--- src/rtl/hog_pkg.sv ---
// Shared constants and state encoding for the HOG cell-fetch scheduler.
package hog_pkg;

   localparam int CELL_COLS = 40;
   localparam int CELL_ROWS = 30;
   localparam int TOTAL     = CELL_COLS * CELL_ROWS;
   localparam int ADDR_W    = 11;
   localparam int ROW_W     = 5;
   localparam int COL_W     = 6;
   localparam int CREDITS   = 4;
   localparam int CNT_W     = 3;
   localparam int FETCH_LAT = 3;
   // At most one ready strobe per cycle, each outstanding for FETCH_LAT cycles.
   localparam int PIPE_W    = $clog2(FETCH_LAT + 1);

   typedef enum logic [2:0] {
      IDLE,
      RUN,
      DRAIN,
      RESYNC,
      DONE
   } state_t;

endpackage

--- src/rtl/hog_cell_sched_if.sv ---
// Window-memory, fetch-datapath and consumer handshake bundle of the scheduler.
interface hog_cell_sched_if;
   import hog_pkg::*;

   logic              mem_req;
   logic [ADDR_W-1:0] mem_addr;
   logic              mem_gnt;
   logic              mem_rvalid;
   logic              fetch_ready;
   logic              fetch_rst_n;
   logic              fetch_valid;
   logic              cons_ack;
   logic [ROW_W-1:0]  cell_row;
   logic [COL_W-1:0]  cell_col;

   modport master (
      output mem_req, mem_addr, fetch_ready, fetch_rst_n, cell_row, cell_col,
      input  mem_gnt, mem_rvalid, fetch_valid, cons_ack
   );

   modport slave (
      input  mem_req, mem_addr, fetch_ready, fetch_rst_n, cell_row, cell_col,
      output mem_gnt, mem_rvalid, fetch_valid, cons_ack
   );

endinterface

--- src/rtl/hog_cell_cnt.sv ---
// Raster cell counter: column fastest, linear address kept alongside so no
// row*CELL_COLS multiply is needed.
module hog_cell_cnt
   import hog_pkg::*;
(
   input  logic              clk,
   input  logic              rst,
   input  logic              i_clr,
   input  logic              i_adv,
   output logic [ROW_W-1:0]  o_row,
   output logic [COL_W-1:0]  o_col,
   output logic [ADDR_W-1:0] o_addr
);

   logic [ROW_W-1:0]  r_row;
   logic [COL_W-1:0]  r_col;
   logic [ADDR_W-1:0] r_addr;

   // Advance one cell per accepted request; wrap column at the end of each row.
   always_ff @(posedge clk) begin
      if (!rst || i_clr) begin
         r_row  <= '0;
         r_col  <= '0;
         r_addr <= '0;
      end else if (i_adv) begin
         r_addr <= r_addr + ADDR_W'(1);
         if (r_col == COL_W'(CELL_COLS - 1)) begin
            r_col <= '0;
            r_row <= r_row + ROW_W'(1);
         end else begin
            r_col <= r_col + COL_W'(1);
         end
      end
   end

   assign o_row  = r_row;
   assign o_col  = r_col;
   assign o_addr = r_addr;

endmodule

--- src/rtl/hog_cell_sched.sv ---
// Frame scheduler for the HOG cell-histogram fetch stage: credit-limited
// window issue, ready forwarding, return counting, abort drain and resync.
module hog_cell_sched
   import hog_pkg::*;
(
   input  logic              clk,
   input  logic              rst,
   input  logic              i_start,
   input  logic              i_abort,
   output logic              o_busy,
   output logic              o_frame_done,
   output logic              o_abort_done,
   output logic              o_err,
   hog_cell_sched_if.master  bus
);

   state_t             r_state;
   state_t             w_state_next;
   logic [CNT_W-1:0]   r_credits;
   logic [CNT_W-1:0]   r_mem_out;
   logic [PIPE_W-1:0]  r_pipe_out;
   logic [ADDR_W-1:0]  r_issue_cnt;
   logic [ADDR_W-1:0]  r_ret_cnt;
   logic               r_err;

   logic w_busy, w_frame_done, w_abort_done, w_fetch_rst_n, w_run, w_fwd;
   logic w_start, w_req, w_grant, w_rv_ok, w_fv_ok, w_ack_ok, w_err_evt;

   // A start is only honoured from IDLE; it also wins over a simultaneous abort there.
   assign w_start  = (r_state == IDLE) && i_start;
   // Abort masks the request combinationally so nothing is granted in the abort cycle.
   assign w_req    = w_run && !i_abort && (r_credits != '0) &&
                     (r_issue_cnt < ADDR_W'(TOTAL));
   assign w_grant  = w_req && bus.mem_gnt;
   // Protocol events are accepted only when something is actually outstanding.
   assign w_rv_ok  = bus.mem_rvalid && w_fwd && (r_mem_out != '0);
   assign w_fv_ok  = bus.fetch_valid && (r_pipe_out != '0);
   assign w_ack_ok = bus.cons_ack && (r_credits != CNT_W'(CREDITS));
   assign w_err_evt = (bus.mem_rvalid && !w_rv_ok) ||
                      (bus.fetch_valid && !w_fv_ok) ||
                      (bus.cons_ack && !w_ack_ok);

   hog_cell_cnt u_cnt (
      .clk    (clk),
      .rst    (rst),
      .i_clr  (w_start),
      .i_adv  (w_grant),
      .o_row  (bus.cell_row),
      .o_col  (bus.cell_col),
      .o_addr (bus.mem_addr)
   );

   // State register.
   always_ff @(posedge clk) begin
      if (!rst) begin
         r_state <= IDLE;
      end else begin
         r_state <= w_state_next;
      end
   end

   // Next-state logic and state-decoded outputs.
   always_comb begin
      w_state_next  = r_state;
      w_busy        = 1'b1;
      w_frame_done  = 1'b0;
      w_abort_done  = 1'b0;
      w_fetch_rst_n = 1'b1;
      w_run         = 1'b0;
      w_fwd         = 1'b0;
      case (r_state)
         IDLE: begin
            w_busy = 1'b0;
            if (i_start) w_state_next = RUN;
         end
         RUN: begin
            w_run = 1'b1;
            w_fwd = 1'b1;
            if (i_abort)                            w_state_next = DRAIN;
            else if (r_ret_cnt == ADDR_W'(TOTAL))   w_state_next = DONE;
         end
         DRAIN: begin
            w_fwd = 1'b1;
            if ((r_mem_out == '0) && (r_pipe_out == '0)) w_state_next = RESYNC;
         end
         RESYNC: begin
            w_abort_done  = 1'b1;
            w_fetch_rst_n = 1'b0;
            w_state_next  = IDLE;
         end
         DONE: begin
            w_frame_done = 1'b1;
            w_state_next = IDLE;
         end
         default: w_state_next = IDLE;
      endcase
   end

   // Credits and in-flight counts; simultaneous +1/-1 cancel out naturally.
   always_ff @(posedge clk) begin
      if (!rst) begin
         r_credits  <= CNT_W'(CREDITS);
         r_mem_out  <= '0;
         r_pipe_out <= '0;
      end else begin
         r_credits  <= r_credits - CNT_W'(w_grant) + CNT_W'(w_ack_ok);
         r_mem_out  <= r_mem_out + CNT_W'(w_grant) - CNT_W'(w_rv_ok);
         r_pipe_out <= r_pipe_out + PIPE_W'(w_rv_ok) - PIPE_W'(w_fv_ok);
      end
   end

   // Per-frame issue and return counters, cleared when a frame starts.
   always_ff @(posedge clk) begin
      if (!rst) begin
         r_issue_cnt <= '0;
         r_ret_cnt   <= '0;
      end else if (w_start) begin
         r_issue_cnt <= '0;
         r_ret_cnt   <= '0;
      end else begin
         r_issue_cnt <= r_issue_cnt + ADDR_W'(w_grant);
         r_ret_cnt   <= r_ret_cnt + ADDR_W'(w_fv_ok);
      end
   end

   // Sticky protocol error, cleared only by reset.
   always_ff @(posedge clk) begin
      if (!rst) begin
         r_err <= 1'b0;
      end else if (w_err_evt) begin
         r_err <= 1'b1;
      end
   end

   assign bus.mem_req     = w_req;
   assign bus.fetch_ready = w_rv_ok;
   assign bus.fetch_rst_n = w_fetch_rst_n;
   assign o_busy          = w_busy;
   assign o_frame_done    = w_frame_done;
   assign o_abort_done    = w_abort_done;
   assign o_err           = r_err;

endmodule
--- src/flat_wrapper.sv ---
// flat-port wrapper written by rule: the top's interface ports become plain ports
module hog_cell_sched_flat import hog_pkg::*;
  (clk, rst, i_start, i_abort, o_busy, o_frame_done, o_abort_done, o_err, bus_mem_req, bus_mem_addr, bus_fetch_ready, bus_fetch_rst_n, bus_cell_row, bus_cell_col, bus_mem_gnt, bus_mem_rvalid, bus_fetch_valid, bus_cons_ack);
  hog_cell_sched_if bus_i ();
  input  logic clk;
  input  logic rst;
  input  logic i_start;
  input  logic i_abort;
  output logic o_busy;
  output logic o_frame_done;
  output logic o_abort_done;
  output logic o_err;
  output wire logic [$bits(bus_i.mem_req)-1:0] bus_mem_req;
  output wire logic [$bits(bus_i.mem_addr)-1:0] bus_mem_addr;
  output wire logic [$bits(bus_i.fetch_ready)-1:0] bus_fetch_ready;
  output wire logic [$bits(bus_i.fetch_rst_n)-1:0] bus_fetch_rst_n;
  output wire logic [$bits(bus_i.cell_row)-1:0] bus_cell_row;
  output wire logic [$bits(bus_i.cell_col)-1:0] bus_cell_col;
  input wire logic [$bits(bus_i.mem_gnt)-1:0] bus_mem_gnt;
  input wire logic [$bits(bus_i.mem_rvalid)-1:0] bus_mem_rvalid;
  input wire logic [$bits(bus_i.fetch_valid)-1:0] bus_fetch_valid;
  input wire logic [$bits(bus_i.cons_ack)-1:0] bus_cons_ack;
  assign bus_mem_req = bus_i.mem_req;
  assign bus_mem_addr = bus_i.mem_addr;
  assign bus_fetch_ready = bus_i.fetch_ready;
  assign bus_fetch_rst_n = bus_i.fetch_rst_n;
  assign bus_cell_row = bus_i.cell_row;
  assign bus_cell_col = bus_i.cell_col;
  assign bus_i.mem_gnt = bus_mem_gnt;
  assign bus_i.mem_rvalid = bus_mem_rvalid;
  assign bus_i.fetch_valid = bus_fetch_valid;
  assign bus_i.cons_ack = bus_cons_ack;
  hog_cell_sched u_core (.clk(clk), .rst(rst), .i_start(i_start), .i_abort(i_abort), .o_busy(o_busy), .o_frame_done(o_frame_done), .o_abort_done(o_abort_done), .o_err(o_err), .bus(bus_i));
endmodule
--- config.mk ---
export PLATFORM = sky130hd
export DESIGN_NAME = hog_cell_sched_flat
export DESIGN_NICKNAME = d
export VERILOG_FILES = /design/src/rtl/hog_pkg.sv /design/src/rtl/hog_cell_sched_if.sv /design/src/rtl/hog_cell_cnt.sv /design/src/rtl/hog_cell_sched.sv /design/src/flat_wrapper.sv
export SDC_FILE = /design/constraint.sdc
export NUM_CORES = 1
export LEC_CHECK = 0
export ABC_AREA = 1
export CORE_MARGIN = 2
export CORE_UTILIZATION = 35
export CTS_BUF_LIST = sky130_fd_sc_hd__clkbuf_8
export CTS_CLUSTER_SIZE = 28
export DETAILED_ROUTE_END_ITERATION = 10
export PLACE_DENSITY = 0.56
export SYNTH_ARGS = -nofsm -noshare
export SYNTH_HDL_FRONTEND = slang
export SYNTH_HIERARCHICAL = 1
export SYNTH_SLANG_ARGS = --single-unit
--- constraint.sdc ---
create_clock -name clk -period 1.9 [get_ports clk]
set_input_delay 0.38 -clock clk [delete_from_list [all_inputs] [get_ports clk]]
set_output_delay 0.38 -clock clk [all_outputs]
set_load 0.03 [all_outputs]
* Word-level counts from Yosys, hierarchy flattened
Cells that the tools add are included. W data, S select, Z words.
Word-level totals: flip-flop bits (word level) 56, input bits 8, output and inout bits 29, logic and storage cells 76
Cells by class: add/sub/neg operators 11, order comparisons 1, equal/unequal tests 10, mux-type cells 12, bitwise operators 1, reductions and logical operators 31
Operator list (count):
- $add A11 B1 Y11 | 2
- $logic_and A1 B1 Y1 | 13
- $mux W3 | 4
- $add A11 B1 Y11 const B | 1
- $eq A11 B11 Y1 const B | 1
- $lt A11 B11 Y1 const B | 1
- $pmux W3 S3 | 1
- $add A3 B1 Y3 | 2
- $add A6 B1 Y6 const B | 1
- $eq A3 B2 Y1 const B | 2
- $eq A6 B6 Y1 const B | 1
- $logic_not A3 Y1 | 2
- $mux W1 | 6
- $mux W6 | 1
- $reduce_bool A3 Y1 | 2
- $sub A3 B1 Y3 | 2
- $add A5 B1 Y5 const B | 1
- $logic_not A1 Y1 | 5
- $reduce_or A2 Y1 | 2
- $eq A3 B1 Y1 const B | 1
- $eq A3 B3 Y1 const B | 1
- $logic_or A1 B1 Y1 | 3
- $ne A3 B2 Y1 const B | 1
- $ne A3 B3 Y1 const B | 1
- 9 further kinds | 9

* Logic depth before layout (Yosys ltp)
Gate-level depths: netlist (run 1).
depth after elaboration 9, gate-level depth with buffers 14, mapped depth without buffers 14

* By module
Netlist (run 1), hierarchy kept.
Modules (own cells, without submodules):
- hog_cell_sched | times used 1, cells each 240, area an instance 1735.4 µm², seq. area each 680.7 µm²
- hog_cell_cnt | times used 1, cells each 145, area an instance 1053.5 µm², seq. area each 440.4 µm²

* Worst setup path after synthesis (run 1)
No wires, ideal clock.
path kind reg-to-reg, start register u_core.r_state[0], end register u_core.r_mem_out[2], library setup time 0.121 ns, data arrival time 2.353 ns, data required time 1.779 ns, path slack -0.573 ns, cell stages (with the launch flop) 14, buffers on the path 0, period minus slack after synthesis 2.473 ns, cells stage by stage dfxtp_1 -> nor2_2 -> nand2_1 -> nand2_1 -> inv_1 -> nor2_1 -> ha_1 -> inv_1 -> ha_1 -> inv_1 -> fa_1 -> xnor2_1 -> o21ai_0 -> a21oi_1
Between the ends: elaborated cells on any way between the ends 13
RTL lines:
- from (decl) | line hog_cell_sched.sv:17 | state_t r_state;
- from (signal assigned) | line hog_cell_sched.sv:58 | r_state <= w_state_next;
- $eq A3 B1 Y1 or $eq A3 B2 Y1 (tied branches) | line hog_cell_sched.sv:71 | case (r_state)
- $reduce_or A2 Y1 (no source line) (*)
- $mux W1 (*) | line hog_cell_sched.sv:71
- $logic_and A1 B1 Y1 (*) (2 in series) | line hog_cell_sched.sv:36 | assign w_rv_ok = bus.mem_rvalid && w_fwd && (r_mem_out != '0);
- via bus_fetch_ready | line flat_wrapper.sv:15 | output wire logic [$bits(bus_i.fetch_ready)-1:0] bus_fetch_ready;
- $sub A3 B1 Y3 (*) | line hog_cell_sched.sv:107 | r_mem_out <= r_mem_out + CNT_W'(w_grant) - CNT_W'(w_rv_ok);
- to (signal assigned) | line hog_cell_sched.sv:107
- to (decl) | line hog_cell_sched.sv:20 | logic [CNT_W-1:0] r_mem_out;
Mark *: on every way through the listed nets, which the timed path passes. The rest lies on a longest branch. A chain may end at the register's enable or synchronous reset.

* Final worst setup path (run 1)
start register u_core.r_issue_cnt[9], end register u_core.r_mem_out[2]
Between the ends: longest elaborated chain between the ends 5
RTL lines:
- from (decl) | line hog_cell_sched.sv:22 | logic [ADDR_W-1:0] r_issue_cnt;
- from (signal assigned) | line hog_cell_sched.sv:121 | r_issue_cnt <= r_issue_cnt + ADDR_W'(w_grant);
- $lt A11 B11 Y1 | line hog_cell_sched.sv:33 | (r_issue_cnt < ADDR_W'(TOTAL));
- $logic_and A1 B1 Y1 | line hog_cell_sched.sv:32 | assign w_req = w_run && !i_abort && (r_credits != '0) &&
- $logic_and A1 B1 Y1 | line hog_cell_sched.sv:34 | assign w_grant = w_req && bus.mem_gnt;
- $add A3 B1 Y3 | line hog_cell_sched.sv:107
- $sub A3 B1 Y3 | line hog_cell_sched.sv:107
Every way passes these cells.

==> out/qor.json, run 1 <==
{
  "status": {
    "outcome": "complete, but fails checks",
    "failing_checks": "setup timing"
  },
  "drt": {
    "ant_nets": 0,
    "detailedRoute.firstPassIterationCount": 6,
    "wirelength_mm": 6.375,
    "detail_route.iter0.violations": 91,
    "drt_drc_violations_left": 0,
    "detailroute.via_count": 2646,
    "route.detailed.vias_per_inst": 4.539,
    "wl_per_cell_um": 10.93
  },
  "synth": {
    "synth_cell_types": 29,
    "yosysSeqAreaShare": 0.4020,
    "synthesis.nets": 408,
    "syn_area_um2": 2789,
    "synthCells": 385,
    "synth.most_common_cell": "sky130_fd_sc_hd__nand2_1",
    "synth.largest_area_cell": "sky130_fd_sc_hd__dfxtp_1",
    "synth_common_cells": "sky130_fd_sc_hd__nand2_1, sky130_fd_sc_hd__inv_1, sky130_fd_sc_hd__dfxtp_1, sky130_fd_sc_hd__nor2_1, sky130_fd_sc_hd__nand3_1",
    "synth_enable_flop_cells": 0,
    "post_synth_main_area_contributors": "sky130_fd_sc_hd__dfxtp_1, sky130_fd_sc_hd__nand2_1, sky130_fd_sc_hd__inv_1",
    "yosys_register_bits": 56,
    "postSynthAreaPerCell_um2": 7.244,
    "ys.flop_type": "sky130_fd_sc_hd__dfxtp_1",
    "synth_async_sr_flop_share": 0,
    "yosys_warning_count": 6,
    "post-synth-top-area-fraction": 0.4020
  },
  "min_path": {
    "worst_hold_path_type": "flop to flop",
    "hold_path_end": "u_core/r_ret_cnt[10]",
    "cell_depth_of_the_worst_hold_path": 2,
    "min-delay-start": "u_core/r_ret_cnt[10]"
  },
  "pwr": {
    "worst_ir_drop_vdd_v": 0.0004520,
    "leakage_power_nw": 1.727,
    "p_per_area_nw_per_um2": 753.3
  },
  "sta": {
    "hold-worst-slack_ps": 473.8,
    "timing.final.crit_share": 1.101,
    "period_minus_slack_ps": 2091,
    "grt_setup_unrepaired": "yes",
    "worst_slew_pin_slew_ps": 325.0,
    "max_freq_ghz": 0.4782,
    "finalHoldViolations": 0,
    "setup_viol": 6,
    "timing.clock.skew_ps": 8.224,
    "final_setup_margin_ps": -191.4,
    "timing.slew.headroom": 0.7827,
    "timing.setup.tns_ps": -680.6,
    "finalMaxSlewViolations": 0
  },
  "finish": {
    "final_cell_area_um2": 4021,
    "layout-drive-gt1-share": 0.2973,
    "antenna_cells_inserted": 0,
    "final_cell_count_no_fill": 583,
    "area_growth_syn_to_layout_pct": 44.19,
    "final_net_count": 503
  },
  "grt": {
    "grt_first_pass_wirelength_mm": 10.96,
    "vias_in_the_first_global_route": 2529,
    "antenna_found_initial": 0,
    "maximum_number_of_pins_on_one_net_before_global_route_repair": 18,
    "sum_of_overflow_across_all_layers_after_global_routing": 0,
    "globalRouteTotalUtil": 0.1534
  },
  "die": {
    "number_of_placement_rows": 32,
    "floorplan.die.width_um": 93.27,
    "die_y_um": 93.27,
    "start_util": 0.3609,
    "placeableCoreArea_um2": 7727,
    "io-pin-count": 37,
    "die_area_um2": 8698
  },
  "critical_path": {
    "timing.critical_path.fanout_max": 2,
    "critPathArrivalTime_ps": 2300,
    "worst-r2r-setup-slack_ps": -190,
    "worstReg2RegStart": "u_core/r_issue_cnt[9]",
    "critical_path.reg2reg.endpoint": "u_core/r_mem_out[2]",
    "critPathMaxStageDelay_ps": 350,
    "cp_slowest_cell": "sky130_fd_sc_hd__dfxtp_2",
    "reg2regPathDepth": 14,
    "worst_setup_path_end_kind": "flop",
    "criticalPathCategory": "flop to flop",
    "worstPathRequired_ps": 2100,
    "critPathMostFrequentCell": "sky130_fd_sc_hd__inv_2",
    "critical_path.cell_chain": "inv_2 -> nand3_2 -> o21ai_2 -> nand3_1 -> inv_2 -> nand2_4 -> ha_4 -> inv_2 -> ha_4 -> inv_2 -> fa_2 -> xnor2_2 -> o21ai_1 -> a21oi_1",
    "worstSetupStartpointType": "flop"
  },
  "run": {
    "drv.max_cap_violation_count": 0
  },
  "placed_design": {
    "port_buffers": 36,
    "post-place-ws_ps": -516.8,
    "globalplace.congestion": 0.8138,
    "dp_cells": 564,
    "detailed_place_hpwl_mm": 4.474,
    "dpl-instance-area_um2": 3632
  },
  "clocking": {
    "tritoncts.num_buffers": 5,
    "max-clock-path-buffers": 2,
    "clkSlewWorstSetupHoldPaths_ps": 110,
    "cts_tree": "yes",
    "clock-root-buffer": "sky130_fd_sc_hd__clkbuf_8",
    "clock_latency_on_the_worst_skew_pair_ps": 310,
    "cts-htree-levels": 2,
    "cts_num_sinks": 56
  }
}
-- layout make-up --
cell class                      instances  area [um^2]
Clock inverter                          2        13.76
Timing Repair Buffer                   92        779.5
Multi-Input combinational cell        258         1632
Tap cell                              102        127.6
Clock buffer                            6        82.58
Sequential cell                        56         1130
Inverter                               67        256.5
Fill cell                             734         3706
-- where the power goes --
part,internal (W),switching (W),total (W)
combinational,0.000444,0.000542,0.000986
sequential,0.00126,0.0000717,0.00133
clock,0.000300,0.000412,0.000712
total,0.00200,0.00103,0.00303
-- cell usage in the layout (no fill, tap or decap), drive strengths merged, types with 8 or more instances in the layout --
| cell type | n |
|---|---|
| nand2 | 74 |
| nor3 | 11 |
| clkbuf | 8 |
| ha | 13 |
| nand3 | 28 |
| inv | 68 |
| nor2 | 62 |
| clkdlybuf4s50 | 28 |
| dfxtp | 56 |
| a21oi | 26 |
| buf | 58 |
| o21ai | 15 |
-- state kept, by name (all words and copies together), names as in the netlist --
register and cells:
u_core/r_issue_cnt 11, u_core/r_ret_cnt 11, u_core/u_cnt/o_addr 11, u_core/u_cnt/o_col 6
u_core/u_cnt/o_row 5, u_core/r_credits 3, u_core/r_mem_out 3, u_core/r_state 3
u_core/r_pipe_out 2, u_core/o_err 1
-- what timing repair did --
action	CTS	global route
pin swaps	7	13
gates resized for setup	33	41
buffers inserted	11	6
setup endpoints to repair	13	35
hold buffers	0	0
-- worst max-delay path: cells and delay by family (launching register included) --
kind	cells	cell delay, ps
AO/OA/AOI/OAI	3	320
XOR/XNOR	1	150
adder cells (fa/ha/maj)	3	670
buffers and inverters	4	260
flip-flops	1	350
AND/OR/NAND/NOR	3	260
-- routing by layer --
layer / up-vias / track usage / part of all wire
li1: 1402 / - / -
met1: 1212 / 0.2034 / 0.49
met2: 24 / 0.2602 / 0.48
met3: 8 / 0.02176 / 0.017
met4: 0 / 0.04289 / 0.017
met5: - / 0 / 0
-- worst max path at each step --
stage               slack, ps                  start                   to  depth (start not counted)
floorplan                -220      u_core/r_state[2]  u_core/r_credits[1]                         13
global placement         -470                i_abort  u_core/r_credits[1]                         12
global route             -290  u_core/r_issue_cnt[9]  u_core/r_mem_out[2]                         14
finish                   -190  u_core/r_issue_cnt[9]  u_core/r_mem_out[2]                         14
detailed placement       -520                i_abort  u_core/r_credits[1]                         12
CTS                      -130  u_core/r_issue_cnt[7]  u_core/r_mem_out[2]                         14
-- stage by stage --
stage,power (W),utilization
6_report,0.003029,0.5204
2_1_floorplan,0.001912,-
3_5_place_dp,0.002230,0.4700
3_3_place_gp,0.002217,0.4700
5_1_grt,0.003246,0.5204
4_1_cts,0.002997,0.5034
-- logic make-up (layout without fill, tap and decap cells) --
family / count (synthesis) / after routing / share of synthesized area
AND/OR/NAND/NOR: 188 / 188 / 0.3015
buffers and inverters: 71 / 167 / 0.1018
flip-flops: 56 / 56 / 0.4020
AO/OA/AOI/OAI: 43 / 43 / 0.08435
adder cells (fa/ha/maj): 15 / 15 / 0.07268
XOR/XNOR: 12 / 12 / 0.03768
No activity file was read; power rests on OpenSTA's default activity.
==> run 2, diff against run 1 <==
CTS_CLUSTER_SIZE = 20   (was 28)
RECOVER_POWER = 50   (was default)
==> run 2 against run 1 <==
- the flow still finishes with violations (setup timing)
- worst setup slack barely moved
- critical path depth unchanged
- clock-buffer cell count unchanged
- routed wire length about the same
- core utilization decreased by 0.28 points
- critical path type unchanged
- critical endpoint unchanged
- largest cell class unchanged
==> out/qor.json, run 2 (synthesis results as in run 1) <==
{
  "status": {
    "outcome": "complete, but fails checks",
    "failing_checks": "setup timing"
  },
  "die": {
    "floorplan.die.width_um": 93.27,
    "io-pin-count": 37,
    "placeableCoreArea_um2": 7727,
    "start_util": 0.3609,
    "number_of_placement_rows": 32,
    "die_area_um2": 8698,
    "die_y_um": 93.27
  },
  "grt": {
    "maximum_number_of_pins_on_one_net_before_global_route_repair": 18,
    "grt_first_pass_wirelength_mm": 10.96,
    "sum_of_overflow_across_all_layers_after_global_routing": 0,
    "vias_in_the_first_global_route": 2529,
    "globalRouteTotalUtil": 0.1534,
    "antenna_found_initial": 0
  },
  "critical_path": {
    "worstReg2RegStart": "u_core/r_issue_cnt[9]",
    "worst-r2r-setup-slack_ps": -190,
    "worstSetupStartpointType": "flop",
    "cp_slowest_cell": "sky130_fd_sc_hd__dfxtp_2",
    "critical_path.reg2reg.endpoint": "u_core/r_mem_out[2]",
    "critPathArrivalTime_ps": 2300,
    "worst_setup_path_end_kind": "flop",
    "critPathMostFrequentCell": "sky130_fd_sc_hd__inv_2",
    "worstPathRequired_ps": 2100,
    "cp.buffers_inverters": 4,
    "critical_path.cell_chain": "inv_2 -> nand3_2 -> o21ai_2 -> nand3_1 -> inv_2 -> nand2_4 -> ha_4 -> inv_2 -> ha_4 -> inv_2 -> fa_2 -> xnor2_2 -> o21ai_1 -> a21oi_1",
    "reg2regPathDepth": 14,
    "timing.critical_path.fanout_max": 2,
    "criticalPathCategory": "flop to flop",
    "worst_path_dominant_cell_family": "adder cells",
    "critPathMaxStageDelay_ps": 350
  },
  "finish": {
    "num-fill-cells": 738,
    "layout-drive-gt1-share": 0.2931,
    "area_of_the_multi_input_gates_um2": 1620,
    "area_growth_syn_to_layout_pct": 43.43,
    "final_common_cell": "sky130_fd_sc_hd__nand2_1",
    "antenna_cells_inserted": 0,
    "final_net_count": 503,
    "final-seq-area_um2": 1130,
    "postLayoutCoreUtil": 0.5176,
    "layout.cells.most_common_list": "sky130_fd_sc_hd__nand2_1, sky130_fd_sc_hd__buf_4, sky130_fd_sc_hd__inv_1",
    "final_cell_count_no_fill": 583
  },
  "drt": {
    "detail_route.iter0.violations": 82,
    "route.detailed.vias_per_inst": 4.532,
    "wl_per_cell_um": 10.94,
    "wirelength_mm": 6.379,
    "detailedRoute.firstPassIterationCount": 5,
    "drt_drc_violations_left": 0,
    "detailroute.via_count": 2642,
    "ant_nets": 0
  },
  "sta": {
    "grt_setup_unrepaired": "yes",
    "timing.slew.headroom": 0.7827,
    "timing.clock.skew_ps": 8.275,
    "setup_viol": 15,
    "finalHoldViolations": 0,
    "period_minus_slack_ps": 2091,
    "max_freq_ghz": 0.4782,
    "worst_slew_pin_slew_ps": 325.0,
    "final_setup_margin_ps": -191.2,
    "finalMaxSlewViolations": 0,
    "timing.final.crit_share": 1.101,
    "hold-worst-slack_ps": 473.8
  },
  "pwr": {
    "worst_ir_drop_vdd_v": 0.0004459,
    "p_per_area_nw_per_um2": 751.9,
    "leakage_power_nw": 1.724,
    "power_w": 0.003008
  },
  "clocking": {
    "cts_hold_buffers": 0,
    "clkSlewWorstSetupHoldPaths_ps": 110,
    "cts_num_sinks": 56,
    "clock_latency_on_the_worst_skew_pair_ps": 310,
    "max-clock-path-buffers": 2,
    "cts_tree": "yes",
    "cts-htree-levels": 2,
    "tritoncts.num_buffers": 5,
    "clock-root-buffer": "sky130_fd_sc_hd__clkbuf_8"
  },
  "placed_design": {
    "detailed_place_hpwl_mm": 4.474,
    "globalplace.congestion": 0.8138,
    "post-place-ws_ps": -516.8,
    "dp_cells": 564,
    "port_buffers": 36
  },
  "min_path": {
    "cell_depth_of_the_worst_hold_path": 2,
    "hold_path_end": "u_core/r_ret_cnt[10]",
    "worst_hold_path_type": "flop to flop",
    "min-delay-start": "u_core/r_ret_cnt[10]"
  },
  "run": {
    "drv.max_cap_violation_count": 0
  }
}
## run 2: what timing repair did
item | 4_1_cts | 5_1_grt
gates resized for setup | 33 | 41
hold endpoints to repair | 0 | 0
setup endpoints to repair | 13 | 35
pin swaps | 7 | 13
buffers inserted | 11 | 6
## run 2: how the worst max path moves through the flow
stage | start | end | cells after the start
2_1_floorplan | u_core/r_state[2] | u_core/r_credits[1] | 13
3_5_place_dp | i_abort | u_core/r_credits[1] | 12
4_1_cts | u_core/r_issue_cnt[7] | u_core/r_mem_out[2] | 14
3_3_place_gp | i_abort | u_core/r_credits[1] | 12
6_report | u_core/r_issue_cnt[9] | u_core/r_mem_out[2] | 14
5_1_grt | u_core/r_issue_cnt[9] | u_core/r_mem_out[2] | 14
## run 2: through the flow
stage,instance area [um^2],TNS [ps]
floorplan,2844,-811.9
finish,4000,-751.5
detailed placement,3632,-9664
CTS,3890,-272.1
global route,4000,-4576
global placement,3632,-8181
## run 2: cell type report
cell class / count / area share
inverters: 67 / 0.06412
multi-input cells: 258 / 0.4051
well taps: 102 / 0.03190
clock buffers: 6 / 0.02064
repair buffers: 92 / 0.1924
clock inverters: 2 / 0.003441
flip-flops and latches: 56 / 0.2825
## run 2: where the power goes
part | total, W | internal, W | leakage [nW] | switching (W)
Clock | 0.000711 | 0.000300 | 0.0516 | 0.000412
Sequential | 0.00133 | 0.00126 | 0.456 | 0.0000718
Combinational | 0.000965 | 0.000435 | 1.22 | 0.000530
## run 2: worst reg2reg max path: cells and delay by family (launching register included)
family / cells / cell delay (ps)
buffers and inverters: 4 / 260
DFF: 1 / 350
and+or+nand+nor: 3 / 260
AOI/OAI and AO/OA: 3 / 320
xor gates and xnor gates: 1 / 150
adders and majority gates: 3 / 670
## run 2: per-layer routing
layer	track usage	share of wire	up-vias
li1	-	-	1402
met1	0.2034	0.49	1208
met2	0.2602	0.48	24
met3	0.02176	0.017	8
met4	0.04289	0.017	0
met5	0	0	-
==> run 3, diff against run 2 <==
CORE_UTILIZATION = 44   (was 35)
PLACE_DENSITY = 0.68   (was 0.56)
==> run 3 against run 2 <==
- the flow still finishes with violations (setup timing)
- routed wire length down 4.5%
- cell count down 5.3%
- critical path type is now input port to flop
- non-clock buffer count down 6
==> out/qor.json, run 3 (synthesis results as in run 1) <==
{
  "critical_path": {
    "critPathMaxStageDelay_ps": 460,
    "worst_setup_path_end_kind": "flop",
    "critical_path.reg2reg.endpoint": "u_core/r_mem_out[2]",
    "critical_path.cell_chain": "clkdlybuf4s50_1 -> nor2_4 -> nand3_2 -> inv_2 -> nand2_4 -> ha_4 -> inv_2 -> ha_4 -> inv_2 -> fa_2 -> xnor2_2 -> o21ai_1 -> a21oi_1",
    "reg2regPathDepth": 14,
    "cp_slowest_cell": "sky130_fd_sc_hd__clkdlybuf4s50_1",
    "critPathArrivalTime_ps": 2330,
    "timing.critical_path.fanout_max": 2,
    "critical_path.endpoint": "u_core/r_mem_out[2]",
    "worstPathRequired_ps": 2140,
    "critPathMostFrequentCell": "sky130_fd_sc_hd__inv_2",
    "worst-r2r-setup-slack_ps": -170,
    "worstSetupStartpointType": "input port",
    "criticalPathCategory": "input port to flop",
    "critical_path.startpoint": "i_abort",
    "worstReg2RegStart": "u_core/r_state[2]"
  },
  "drt": {
    "route.detailed.vias_per_inst": 4.737,
    "drt_drc_violations_left": 0,
    "wirelength_mm": 6.093,
    "detailroute.via_count": 2615,
    "wl_per_cell_um": 11.04,
    "detailedRoute.firstPassIterationCount": 4,
    "ant_nets": 0,
    "detail_route.iter0.violations": 79
  },
  "clocking": {
    "clkSlewWorstSetupHoldPaths_ps": 100,
    "tritoncts.num_buffers": 5,
    "cts_tree": "yes",
    "clock_latency_on_the_worst_skew_pair_ps": 310,
    "cts_num_sinks": 56,
    "cts-htree-levels": 2,
    "clock-root-buffer": "sky130_fd_sc_hd__clkbuf_8",
    "max-clock-path-buffers": 2
  },
  "placed_design": {
    "post-place-ws_ps": -518.8,
    "port_buffers": 36,
    "globalplace.congestion": 0.7680,
    "detailed_place_hpwl_mm": 4.364
  },
  "die": {
    "number_of_placement_rows": 29,
    "placeableCoreArea_um2": 6241,
    "floorplan.die.width_um": 83.62,
    "die_y_um": 83.62,
    "io-pin-count": 37,
    "die_area_um2": 6991,
    "start_util": 0.4469
  },
  "finish": {
    "layout-drive-gt1-share": 0.2737,
    "layout.cells.most_common_list": "sky130_fd_sc_hd__nand2_1, sky130_fd_sc_hd__inv_1, sky130_fd_sc_hd__dfxtp_1",
    "num-fill-cells": 531,
    "final_net_count": 497,
    "final_common_cell": "sky130_fd_sc_hd__nand2_1",
    "area_growth_syn_to_layout_pct": 42.22,
    "antenna_cells_inserted": 0
  },
  "grt": {
    "antenna_found_initial": 0,
    "sum_of_overflow_across_all_layers_after_global_routing": 0,
    "maximum_number_of_pins_on_one_net_before_global_route_repair": 19,
    "grt_first_pass_wirelength_mm": 10.15,
    "globalRouteTotalUtil": 0.1738,
    "vias_in_the_first_global_route": 2340
  },
  "sta": {
    "finalMaxSlewViolations": 0,
    "period_minus_slack_ps": 2087,
    "timing.clock.skew_ps": 11.05,
    "max_freq_ghz": 0.4792,
    "grt_setup_unrepaired": "yes",
    "timing.final.crit_share": 1.098,
    "timing.slew.headroom": 0.7821,
    "finalHoldViolations": 0,
    "setup_viol": 10,
    "final_setup_margin_ps": -187.0,
    "worst_slew_pin_slew_ps": 326.3
  },
  "status": {
    "failing_checks": "setup timing",
    "outcome": "complete, but fails checks"
  },
  "pwr": {
    "leakage_power_nw": 1.709,
    "power_w": 0.003167,
    "worst_ir_drop_vdd_v": 0.0005477,
    "p_per_area_nw_per_um2": 798.4
  },
  "run": {
    "drv.max_cap_violation_count": 0
  },
  "min_path": {
    "worst_hold_path_type": "flop to flop"
  }
}
## run 3: layer usage
layer / share of wire / GRT usage / up-vias
li1: - / - / 1393
met1: 0.46 / 0.2256 / 1195
met2: 0.51 / 0.2996 / 23
met3: 0.022 / 0.03660 / 4
met4: 0.0069 / 0.03519 / 0
met5: 0 / 0 / -
## run 3: critical path, delay by kind of cell
kind	cells	cell delay (ps)
xor gates and xnor gates	1	190
AOI/OAI and AO/OA	2	190
adders and majority gates	3	670
buffers and inverters	4	630
and+or+nand+nor	3	270
## run 3: power by group
part           total [W]  internal, W  switching, W
clock network   0.000809     0.000398      0.000411
registers        0.00134      0.00126     0.0000795
logic            0.00102     0.000457      0.000559
total            0.00317      0.00212       0.00105
## run 3: worst min-delay path by stage
stage / startpoint / end / slack [ps] / depth (start not counted)
after global placement: u_core/r_ret_cnt[10] / u_core/r_ret_cnt[10] / 450 / 2
after floorplan: u_core/r_ret_cnt[10] / u_core/r_ret_cnt[10] / 440 / 2
after CTS: u_core/r_ret_cnt[10] / u_core/r_ret_cnt[10] / 470 / 2
after detailed placement: u_core/r_ret_cnt[10] / u_core/r_ret_cnt[10] / 460 / 2
final: u_core/r_ret_cnt[10] / u_core/r_ret_cnt[10] / 470 / 2
after global routing: u_core/r_ret_cnt[10] / u_core/r_ret_cnt[10] / 490 / 2
## run 3: metrics by stage
stage | instance area [um^2] | TNS, ps | hold slack (ps) | instances | util
CTS | 3829 | -410.4 | 474.8 | 548 | 0.6135
detailed placement | 3578 | -8413 | 459.8 | 536 | 0.5734
finish | 3966 | -555.9 | 471.1 | 552 | 0.6355
global route | 3966 | -1566 | 487.4 | 552 | 0.6355
global placement | 3578 | -7841 | 445.3 | 536 | 0.5734
floorplan | 2844 | -811.9 | 439.2 | 385 | -
## run 3: layout make-up
class | instances | area [um^2] | area share
inverter | 67 | 251.5 | 0.06341
sequential | 56 | 1127 | 0.2842
clock buffer | 5 | 68.82 | 0.01735
multi-input combinational | 258 | 1627 | 0.4101
tap | 77 | 96.34 | 0.02429
timing repair buffer | 86 | 749.5 | 0.1890
clock inverter | 3 | 46.29 | 0.01167
## run 3: what timing repair did
item,in CTS,in global routing
gates cloned,0,0
buffers inserted,4,4
pin swaps,6,4
hold buffers,0,0
setup endpoints to repair,13,33
gates resized for setup,29,39
